<file path="src/rtl/globallocal_buffer_pkg.sv">
// rtl/globallocal_buffer_pkg.sv - shared types and defaults for the GlobalLocal output buffer
package globallocal_buffer_pkg;

    localparam int GL_BUF_DEPTH_DEFAULT = 4;
    localparam int GL_MSG_W             = 32;

    typedef logic [GL_MSG_W-1:0] gl_msg_t;

    typedef enum logic [1:0] {
        ST_EMPTY  = 2'd0,
        ST_ACTIVE = 2'd1,
        ST_FULL   = 2'd2
    } gl_buf_state_e;

endpackage

</file>
<file path="src/rtl/globallocal_out_buffer_if.sv">
// rtl/globallocal_out_buffer_if.sv - sync/notify handshake bundle for both sides of the buffer
interface globallocal_out_buffer_if #(
    parameter int DATA_W = 32
);
    logic [DATA_W-1:0] in_data;
    logic              in_sync;
    logic              in_notify;
    logic [DATA_W-1:0] out_data;
    logic              out_sync;
    logic              out_notify;

    // slave: the buffer itself; master: the surrounding producer/consumer pair
    modport slave (
        input  in_data, in_sync, out_sync,
        output in_notify, out_data, out_notify
    );

    modport master (
        output in_data, in_sync, out_sync,
        input  in_notify, out_data, out_notify
    );
endinterface

</file>
<file path="src/rtl/gl_msg_fifo_mem.sv">
// rtl/gl_msg_fifo_mem.sv - message storage with wrapping write/read pointers, no flow control
module gl_msg_fifo_mem #(
    parameter int DEPTH  = 4,
    parameter int DATA_W = 32
) (
    input  logic              clk,
    input  logic              rst,
    input  logic              clr,
    input  logic              wr_en,
    input  logic [DATA_W-1:0] wr_data,
    input  logic              rd_en,
    output logic [DATA_W-1:0] rd_data
);
    localparam int PTR_W = $clog2(DEPTH);

    logic [DATA_W-1:0] mem [DEPTH];
    logic [PTR_W-1:0]  wr_ptr;
    logic [PTR_W-1:0]  rd_ptr;
    logic [PTR_W-1:0]  rd_look;

    // rd_data is the word that will be at the head once this cycle's read retires
    assign rd_look = rd_ptr + PTR_W'(rd_en);
    assign rd_data = mem[rd_look];

    always_ff @(posedge clk) begin
        if (wr_en) begin
            mem[wr_ptr] <= wr_data;
        end
    end

    always_ff @(posedge clk) begin
        if (rst || clr) begin
            wr_ptr <= '0;
            rd_ptr <= '0;
        end else begin
            if (wr_en) wr_ptr <= wr_ptr + 1'b1;
            if (rd_en) rd_ptr <= rd_ptr + 1'b1;
        end
    end

endmodule

</file>
<file path="src/rtl/globallocal_out_buffer.sv">
// rtl/globallocal_out_buffer.sv - FWFT output buffer for GlobalLocal; optional GL_OUT_BUFFER_CHECKSUM_EN
module globallocal_out_buffer
    import globallocal_buffer_pkg::*;
#(
    parameter  int DEPTH  = GL_BUF_DEPTH_DEFAULT,
    parameter  int DATA_W = 32,
    localparam int LVL_W  = $clog2(DEPTH + 1)
) (
    input  logic                     clk,
    input  logic                     rst,
    globallocal_out_buffer_if.slave  bus,
    input  logic                     flush,
    output logic [LVL_W-1:0]         level,
    output logic [DATA_W-1:0]        checksum
);
    gl_buf_state_e     state, next_state;
    logic [LVL_W-1:0]  level_q, level_next;
    logic [DATA_W-1:0] out_data_q, out_data_next;
    logic              in_notify_q;
    logic              out_notify_q;
    logic              push, pop;
    logic [DATA_W-1:0] rd_data;

    assign push = bus.in_sync && in_notify_q;
    assign pop  = out_notify_q && bus.out_sync;

    gl_msg_fifo_mem #(
        .DEPTH  (DEPTH),
        .DATA_W (DATA_W)
    ) u_mem (
        .clk     (clk),
        .rst     (rst),
        .clr     (flush),
        .wr_en   (push && !flush),
        .wr_data (bus.in_data),
        .rd_en   (pop && !flush),
        .rd_data (rd_data)
    );

    always_comb begin
        next_state    = state;
        level_next    = level_q;
        out_data_next = out_data_q;
        if (flush) begin
            next_state = ST_EMPTY;
            level_next = '0;
        end else begin
            case ({push, pop})
                2'b10:   level_next = level_q + 1'b1;
                2'b01:   level_next = level_q - 1'b1;
                default: level_next = level_q;
            endcase
            unique case (state)
                ST_EMPTY:  if (push) next_state = ST_ACTIVE;
                ST_ACTIVE: begin
                    if (push && !pop && level_q == LVL_W'(DEPTH - 1))
                        next_state = ST_FULL;
                    else if (pop && !push && level_q == LVL_W'(1))
                        next_state = ST_EMPTY;
                end
                ST_FULL:   if (pop) next_state = ST_ACTIVE;
                default:   next_state = ST_EMPTY;
            endcase
            // Head after this cycle: still stored, bypassed from the input, or stale
            if (level_q > LVL_W'(pop))
                out_data_next = rd_data;
            else if (push)
                out_data_next = bus.in_data;
        end
    end

    always_ff @(posedge clk) begin
        if (rst) begin
            state        <= ST_EMPTY;
            level_q      <= '0;
            out_data_q   <= '0;
            in_notify_q  <= 1'b1;
            out_notify_q <= 1'b0;
        end else begin
            state        <= next_state;
            level_q      <= level_next;
            out_data_q   <= out_data_next;
            in_notify_q  <= (next_state != ST_FULL);
            out_notify_q <= (next_state != ST_EMPTY);
        end
    end

    assign bus.in_notify  = in_notify_q;
    assign bus.out_notify = out_notify_q;
    assign bus.out_data   = out_data_q;
    assign level          = level_q;

`ifdef GL_OUT_BUFFER_CHECKSUM_EN
    logic [DATA_W-1:0] checksum_q;

    always_ff @(posedge clk) begin
        if (rst || flush) begin
            checksum_q <= '0;
        end else if (push) begin
            checksum_q <= checksum_q + bus.in_data;
        end
    end

    assign checksum = checksum_q;
`else
    assign checksum = '0;
`endif

endmodule
</file>
<file path="src/flat_wrapper.sv">
// flat-port wrapper written by rule: the top's interface ports become plain ports
module globallocal_out_buffer_flat import globallocal_buffer_pkg::*;
#(
    parameter  int DEPTH  = GL_BUF_DEPTH_DEFAULT,
    parameter  int DATA_W = 32,
    localparam int LVL_W  = $clog2(DEPTH + 1)
)
  (clk, rst, flush, level, checksum, bus_in_data, bus_in_sync, bus_out_sync, bus_in_notify, bus_out_data, bus_out_notify);
  globallocal_out_buffer_if #(.DATA_W(DATA_W)) bus_i ();
  input  logic clk;
  input  logic rst;
  input  logic flush;
  output logic [LVL_W-1:0] level;
  output logic [DATA_W-1:0] checksum;
  input wire logic [$bits(bus_i.in_data)-1:0] bus_in_data;
  input wire logic [$bits(bus_i.in_sync)-1:0] bus_in_sync;
  input wire logic [$bits(bus_i.out_sync)-1:0] bus_out_sync;
  output wire logic [$bits(bus_i.in_notify)-1:0] bus_in_notify;
  output wire logic [$bits(bus_i.out_data)-1:0] bus_out_data;
  output wire logic [$bits(bus_i.out_notify)-1:0] bus_out_notify;
  assign bus_i.in_data = bus_in_data;
  assign bus_i.in_sync = bus_in_sync;
  assign bus_i.out_sync = bus_out_sync;
  assign bus_in_notify = bus_i.in_notify;
  assign bus_out_data = bus_i.out_data;
  assign bus_out_notify = bus_i.out_notify;
  globallocal_out_buffer #(.DEPTH(DEPTH), .DATA_W(DATA_W)) u_core (.clk(clk), .rst(rst), .bus(bus_i), .flush(flush), .level(level), .checksum(checksum));
endmodule
</file>
<file path="config.mk">
export PLATFORM = sky130hd
export DESIGN_NAME = globallocal_out_buffer_flat
export DESIGN_NICKNAME = d
export VERILOG_FILES = /design/src/rtl/globallocal_buffer_pkg.sv /design/src/rtl/globallocal_out_buffer_if.sv /design/src/rtl/gl_msg_fifo_mem.sv /design/src/rtl/globallocal_out_buffer.sv /design/src/flat_wrapper.sv
export SDC_FILE = /design/constraint.sdc
export NUM_CORES = 1
export LEC_CHECK = 0
export BUFFER_PORTS_ARGS = -buffer_cell sky130_fd_sc_hd__buf_2
export CORE_MARGIN = 2
export CORE_UTILIZATION = 50
export CTS_BUF_LIST = sky130_fd_sc_hd__clkbuf_8
export DETAILED_ROUTE_END_ITERATION = 6
export GPL_ROUTABILITY_DRIVEN = 0
export PLACE_DENSITY = 0.67
export SYNTH_ARGS = -nofsm -noshare
export SYNTH_HDL_FRONTEND = slang
export SYNTH_SLANG_ARGS = --single-unit
</file>
<file path="constraint.sdc">
create_clock -name clk -period 7.1 [get_ports clk]
set_input_delay 1.42 -clock clk [delete_from_list [all_inputs] [get_ports clk]]
set_output_delay 1.42 -clock clk [all_outputs]
set_load 0.01 [all_outputs]
</file>
==> impl_metrics.ini, run 1 <==
[critical_path]
crit_path_max_fanout = 32
critPathLaunchType = input port
cp-end-kind = flip-flop
critical_path.startpoint = flush
critPathArrivalTime_ns = 3.82
path_class = input port to flip-flop
r2r_cells = 5
reg2reg_from = u_core.bus.out_notify$_SDFF_PP0_
required_ns = 7.39

[finish]
multi_input_area_um2 = 2268
drive_gt1_share_pct = 27.62
fillerInstances = 1170
syn_to_final_growth_pct = 10.87
antenna_cells = 0
register_area_um2 = 4705
nNetsFinal = 577
final_util_pct = 55.96

[synth]
synth_top_area_share_pct = 52.99
ys_ff_latch = 171
synth_cell_type_count = 33
synth_edf_count = 128
yosysMostFrequentCell = edfxtp_1
syn_area_per_cell_um2 = 15.91
synthArstFlopShare_pct = 0
synth_common_cells = edfxtp_1, nand2_1, dfxtp_1
synth_top_area_cell = edfxtp_1
synthCells = 456
synth_area_leaders = edfxtp_1, dfxtp_1, mux4_1
synth_ff_type = edfxtp_1
yosysWarnings = 0
mappedNetlistArea_um2 = 7253
yosysSeqAreaShare_pct = 64.86

[sta]
final.setup.tns_ns = 0
hold_viol = 0
setup_viol_count_final = 0
fin_crit_ns = 3.523
fin_worst_skew_ns = 0.009364
report.final.slew_viol_count = 0
worst_pin_slew_ns = 1.164
rsz0062_at_grt = no
min_period_over_period_pct = 49.62
relSlewSlack_pct = 22.30
fmaxAchievable_mhz = 283.8

[min_path]
holdPathStages = 2
hold_start = u_core.u_mem.wr_ptr[1]$_SDFFE_PP0P_
hold_class = flip-flop to flip-flop

[floorplan]
io_pins = 106
coreArea_um2 = 14370
die-area_um2 = 15490
dieWidth_um = 124.4
die-height_um = 124.4
rows = 44
start_util_pct = 50.48

[cts]
clkTransAtPathRegs_ns = 0.09
cts_root_buffer = clkbuf_8
cts_resized = 0
cts_max_path_buffers = 2
cts_tree = yes
clkSinkCount = 171
cts_htree_levels = 4
postCtsSetupBuffers = 0
clock_latency_ns = 0.46
cts-hold-fix-buffers = 0
cts_buffers = 17

[global_routing]
grt_max_degree = 43
grt-ovfl-total = 0
grt_pass1_wl_um = 21140
grt_pass1_vias = 3908
grt_usage_pct = 18.04
antenna_found_initial = 0

[power_and_ir_drop]
netSwitchingFraction_pct = 23.28
clkPwrFrac_pct = 33.2
p_leak_nw = 2.911
p_switching_w = 0.0004522
comb_power_share_pct = 9.3
peakVddDrop_uv = 120.8
intPower_w = 0.001490
p_per_area_nw_per_um2 = 241.6
power_frac_seq_pct = 57.5

[place]
io_buffers = 73
dpl.hpwl_um = 8109

[routing]
drcViolationCount = 0
firstDrtPassIters = 4
totalWireLength_um = 13470
drtIter0Drc = 206
wl_per_cell_um = 18.53
via_per_inst = 5.417
vias = 3938
antenna_left = 0

[run_status]
outcome = complete, no violations

[run]
cap_violations = 0
==> kinds of logic (layout without fill, tap and decap cells) <==
logic type                 after synthesis  after routing  synth area share [%]
DFF                                    171            171                 64.86
and+or+nand+nor                        125            125                 6.969
buffers and inverters                   64            120                 5.934
AOI/OAI and AO/OA                       46             46                 8.004
muxes                                   33             33                 11.68
adders and majority gates                9              9                 1.553
xor gates and xnor gates                 7              7                0.9488
other                                    1             32               0.05170
==> layout make-up <==
cell class	instances	share of cell area, %
Multi-Input combinational cell	252	28.21
Inverter	5	0.2334
Clock buffer	19	3.252
Sequential cell	171	58.50
Tap cell	184	2.863
Timing Repair Buffer	84	5.570
Clock inverter	12	1.369
==> state kept, by name, summed over array words and instances (netlist names) <==
register               count
u_core.bus.in_notify       1
u_core.state               2
u_core.bus.out_data       32
u_core.bus.out_notify      1
u_core.level               3
u_core.u_mem.mem         128
u_core.u_mem.wr_ptr        2
u_core.u_mem.rd_ptr        2
==> power groups by stage <==
stage	clock network, W	registers, W	logic, W
final	0.000645	0.00112	0.000180
after global routing	0.000699	0.00112	0.000198
after CTS	0.000663	0.00112	0.000182
after detailed placement	0	0.00114	0.000181
after global placement	0	0.00114	0.000176
after floorplan	0	0.00115	0.000127
==> layout by cell type (no fill, tap or decap), types with 3 or more instances in the layout <==
cell type	count
buf_4	11
nand2_1	70
nand3_1	3
a21oi_1	3
nor3b_2	4
a311oi_2	30
inv_1	9
conb_1	32
nor2_1	42
a311oi_1	3
dfxtp_1	43
o21ai_0	4
ha_1	8
xnor2_1	5
clkbuf_8	19
buf_2	73
mux4_1	31
clkinv_2	3
edfxtp_1	128
==> per-stage QoR <==
| stage | hold WS, ns | instances | setup WS [ns] | cell area (um^2) | total power (W) |
|---|---|---|---|---|---|
| after floorplan | 0.4553 | 487 | 2.597 | 7370 | 0.001274 |
| after global placement | 0.4761 | 696 | 3.143 | 7670 | 0.001315 |
| after detailed placement | 0.4781 | 696 | 3.106 | 7670 | 0.001322 |
| after CTS | 0.5010 | 727 | 3.575 | 8041 | 0.001963 |
| after global routing | 0.5434 | 727 | 3.490 | 8041 | 0.002018 |
| final | 0.4998 | 727 | 3.577 | 8041 | 0.001943 |
==> per-layer routing <==
| layer | GRT usage (%) | up-vias | share of wire, % |
|---|---|---|---|
| met4 | 6.675 | 0 | 1.4 |
| met1 | 22.24 | 1962 | 41 |
| met3 | 4.811 | 20 | 5.3 |
| met5 | 0 | - | 0 |
| met2 | 30.67 | 125 | 52 |
| li1 | - | 1831 | - |
==> worst max-delay path, stage by stage <==
cell and delay [ns]:
buf_2 0.21, and3b_1 0.24, ha_2 1.03, mux4_1 0.66, nand2_1 0.11, a311oi_2 0.13
==> worst paths after layout <==
check,end,slack [ns]
max,u_core.bus.out_data[15]$_SDFFE_PP0P_,3.58
min,u_core.u_mem.wr_ptr[1]$_SDFFE_PP0P_,0.50
min reg2reg,u_core.u_mem.wr_ptr[1]$_SDFFE_PP0P_,0.50
max reg2reg,u_core.bus.out_data[15]$_SDFFE_PP0P_,4.43
Note: power is estimated with default switching activity, not from simulation.
==> run 2: changes to the inputs <==
--- a/config.mk
+++ b/config.mk
@@ -5,6 +5,7 @@
 export SDC_FILE = /design/constraint.sdc
 export NUM_CORES = 1
 export LEC_CHECK = 0
+export ABC_AREA = 1
 export BUFFER_PORTS_ARGS = -buffer_cell sky130_fd_sc_hd__buf_2
 export CORE_MARGIN = 2
 export CORE_UTILIZATION = 50
==> constraint.sdc (replaced) <==
create_clock -name clk -period 3.6 [get_ports clk]
set_input_delay 0.72 -clock clk [delete_from_list [all_inputs] [get_ports clk]]
set_output_delay 0.72 -clock clk [all_outputs]
set_load 0.01 [all_outputs]
==> impl_metrics.ini, run 2 <==
[critical_path]
required_ns = 3.99
critical_path.startpoint = bus_out_sync
reg2reg_from = u_core.bus.out_notify$_SDFF_PP0_
cp-end-kind = flip-flop
crit_path_max_fanout = 64
r2r_cells = 11
crit_family = simple AND/OR/NAND/NOR gates
path_common_cell = nand2_1
crit_chain = buf_2 > nand2_2 > nor2_1 > ha_2 > buf_4 > nand2_1 > nand2_1 > nand2_1 > nand3_1 > nand2_1 > a21oi_2
path_depth = 11
cpPeakStageDelay_ns = 0.56
critical-path-slowest-cell = buf_4
critPathArrivalTime_ns = 2.60
critPathLaunchType = input port
path_class = input port to flip-flop
path_buf_inv = 2

[synth]
synthCells = 810
ys_ff_latch = 171
mappedNetlistArea_um2 = 7784
synth_top_area_share_pct = 49.38
synth_edf_count = 128
synth_area_leaders = edfxtp_1, nand2_1, dfxtp_1
syn_area_per_cell_um2 = 9.610
synth_top_area_cell = edfxtp_1
yosysSeqAreaShare_pct = 60.44
synth_common_cells = nand2_1, edfxtp_1, inv_1
synth_cell_type_count = 26
yosysWarnings = 0
synth_ff_type = edfxtp_1
synthArstFlopShare_pct = 0
yosysMostFrequentCell = nand2_1

[finish]
final_cell_mix = nand2_1, edfxtp_1, buf_2, inv_1, dfxtp_1
drive_gt1_share_pct = 18.09
largest_register_ffs = 128
final_common_cell = nand2_1
nNetsFinal = 923
syn_to_final_growth_pct = 9.050
instances_no_fill = 1079
final_util_pct = 55.84
max_flop_register = u_core.u_mem.mem

[sta]
relSlewSlack_pct = 48.95
fmaxAchievable_mhz = 453.0
fin_crit_ns = 2.207
final.setup.tns_ns = 0
worst_pin_slew_ns = 0.7630
report.final.slew_viol_count = 0
fin_hold_ws_ns = 0.4859
rsz0062_at_grt = no
hold_viol = 0
setup_viol_count_final = 0
min_period_over_period_pct = 61.32
fin_worst_skew_ns = 0.008961

[floorplan]
die-area_um2 = 16580
coreArea_um2 = 15200
die-height_um = 128.8
io_pins = 106
dieWidth_um = 128.8
start_util_pct = 51.20
rows = 45

[cts]
cts_htree_levels = 4
cts_tree = yes
postCtsSetupBuffers = 0
cts-hold-fix-buffers = 0
cts_root_buffer = clkbuf_8
cts_resized = 0
clock_latency_ns = 0.45
cts_max_path_buffers = 2
clkTransAtPathRegs_ns = 0.08
clkSinkCount = 171
cts_buffers = 17

[routing]
via_per_inst = 4.732
totalWireLength_um = 14830
wl_per_cell_um = 13.74
antenna_left = 0
firstDrtPassIters = 6
vias = 5106
drtIter0Drc = 235
drcViolationCount = 0

[power_and_ir_drop]
comb_power_share_pct = 9.8
peakVddDrop_uv = 227.6
power_w = 0.003883
p_leak_nw = 3.690
p_per_area_nw_per_um2 = 457.5
power_frac_seq_pct = 56.7
intPower_w = 0.002919
p_switching_w = 0.0009643
netSwitchingFraction_pct = 24.83
clkPwrFrac_pct = 33.6

[global_routing]
antenna_found_initial = 1
grt_pass1_vias = 4634
grt_pass1_wl_um = 23570
grt_usage_pct = 18.72
grt_max_degree = 65
grt-ovfl-total = 0

[run]
cap_violations = 0

[place]
io_buffers = 73
dp.cells = 1046
dpl.hpwl_um = 8357

[min_path]
hold_start = u_core.u_mem.rd_ptr[0]$_SDFFE_PP0P_
hold_class = flip-flop to flip-flop
holdPathStages = 1

[run_status]
outcome = complete, no violations
[run 2: worst paths after layout]
check	to	slack (ns)
max reg2reg	u_core.bus.out_data[9]$_SDFFE_PP0P_	1.40
min reg2reg	u_core.u_mem.rd_ptr[0]$_SDFFE_PP0P_	0.49
max	u_core.bus.out_data[9]$_SDFFE_PP0P_	1.39
min	u_core.u_mem.rd_ptr[0]$_SDFFE_PP0P_	0.49
[run 2: cells by family (layout without fill, tap and decap cells)]
group,count (synthesis),after routing,share of synthesized area [%]
and+or+nand+nor,459,459,24.24
AOI/OAI and AO/OA,47,47,4.469
buffers and inverters,122,171,9.243
DFF,171,171,60.44
adders and majority gates,9,9,1.447
other,1,33,0.04818
xor gates and xnor gates,1,1,0.1125
[run 2: layout make-up]
type | instances | area [um^2]
Clock inverter | 15 | 150.1
Clock buffer | 17 | 234.0
Multi-Input combinational cell | 548 | 2509
Timing Repair Buffer | 83 | 440.4
Tap cell | 188 | 235.2
Inverter | 56 | 212.7
Sequential cell | 171 | 4705
Fill cell | 1367 | 6714
Antenna cell | 1 | 2.502
[run 2: stage by stage]
stage / worst slack (ns) / cell area, um^2
after CTS: 1.365 / 8486
final: 1.393 / 8488
after global routing: 1.189 / 8486
after detailed placement: 0.9532 / 8102
after floorplan: 0.7408 / 7900
after global placement: 0.9964 / 8102
[run 2: power groups by stage]
| stage | sequential, W | combinational, W | clock [W] |
|---|---|---|---|
| after floorplan | 0.00226 | 0.000284 | 0 |
| after global placement | 0.00224 | 0.000380 | 0 |
| after detailed placement | 0.00225 | 0.000382 | 0 |
| after CTS | 0.00220 | 0.000383 | 0.00133 |
| after global routing | 0.00221 | 0.000433 | 0.00141 |
| final | 0.00220 | 0.000380 | 0.00130 |
[run 2: per-layer routing]
layer  vias to the layer above  share of wire (%)  track usage [%]
li1                       2654                  -                -
met1                      2304                 46            24.66
met2                       132                 47            30.66
met3                        16                5.1            4.449
met4                         0                1.3            6.394
met5                         -                  0                0
[run 2: worst register-to-register path, delay by kind of cell (launching register included)]
| kind | cells | cell delay (ns) |
|---|---|---|
| AOI/OAI and AO/OA | 1 | 0.11 |
| adders and majority gates | 1 | 0.33 |
| buffers and inverters | 2 | 0.58 |
| DFF | 1 | 0.35 |
| and+or+nand+nor | 7 | 0.77 |
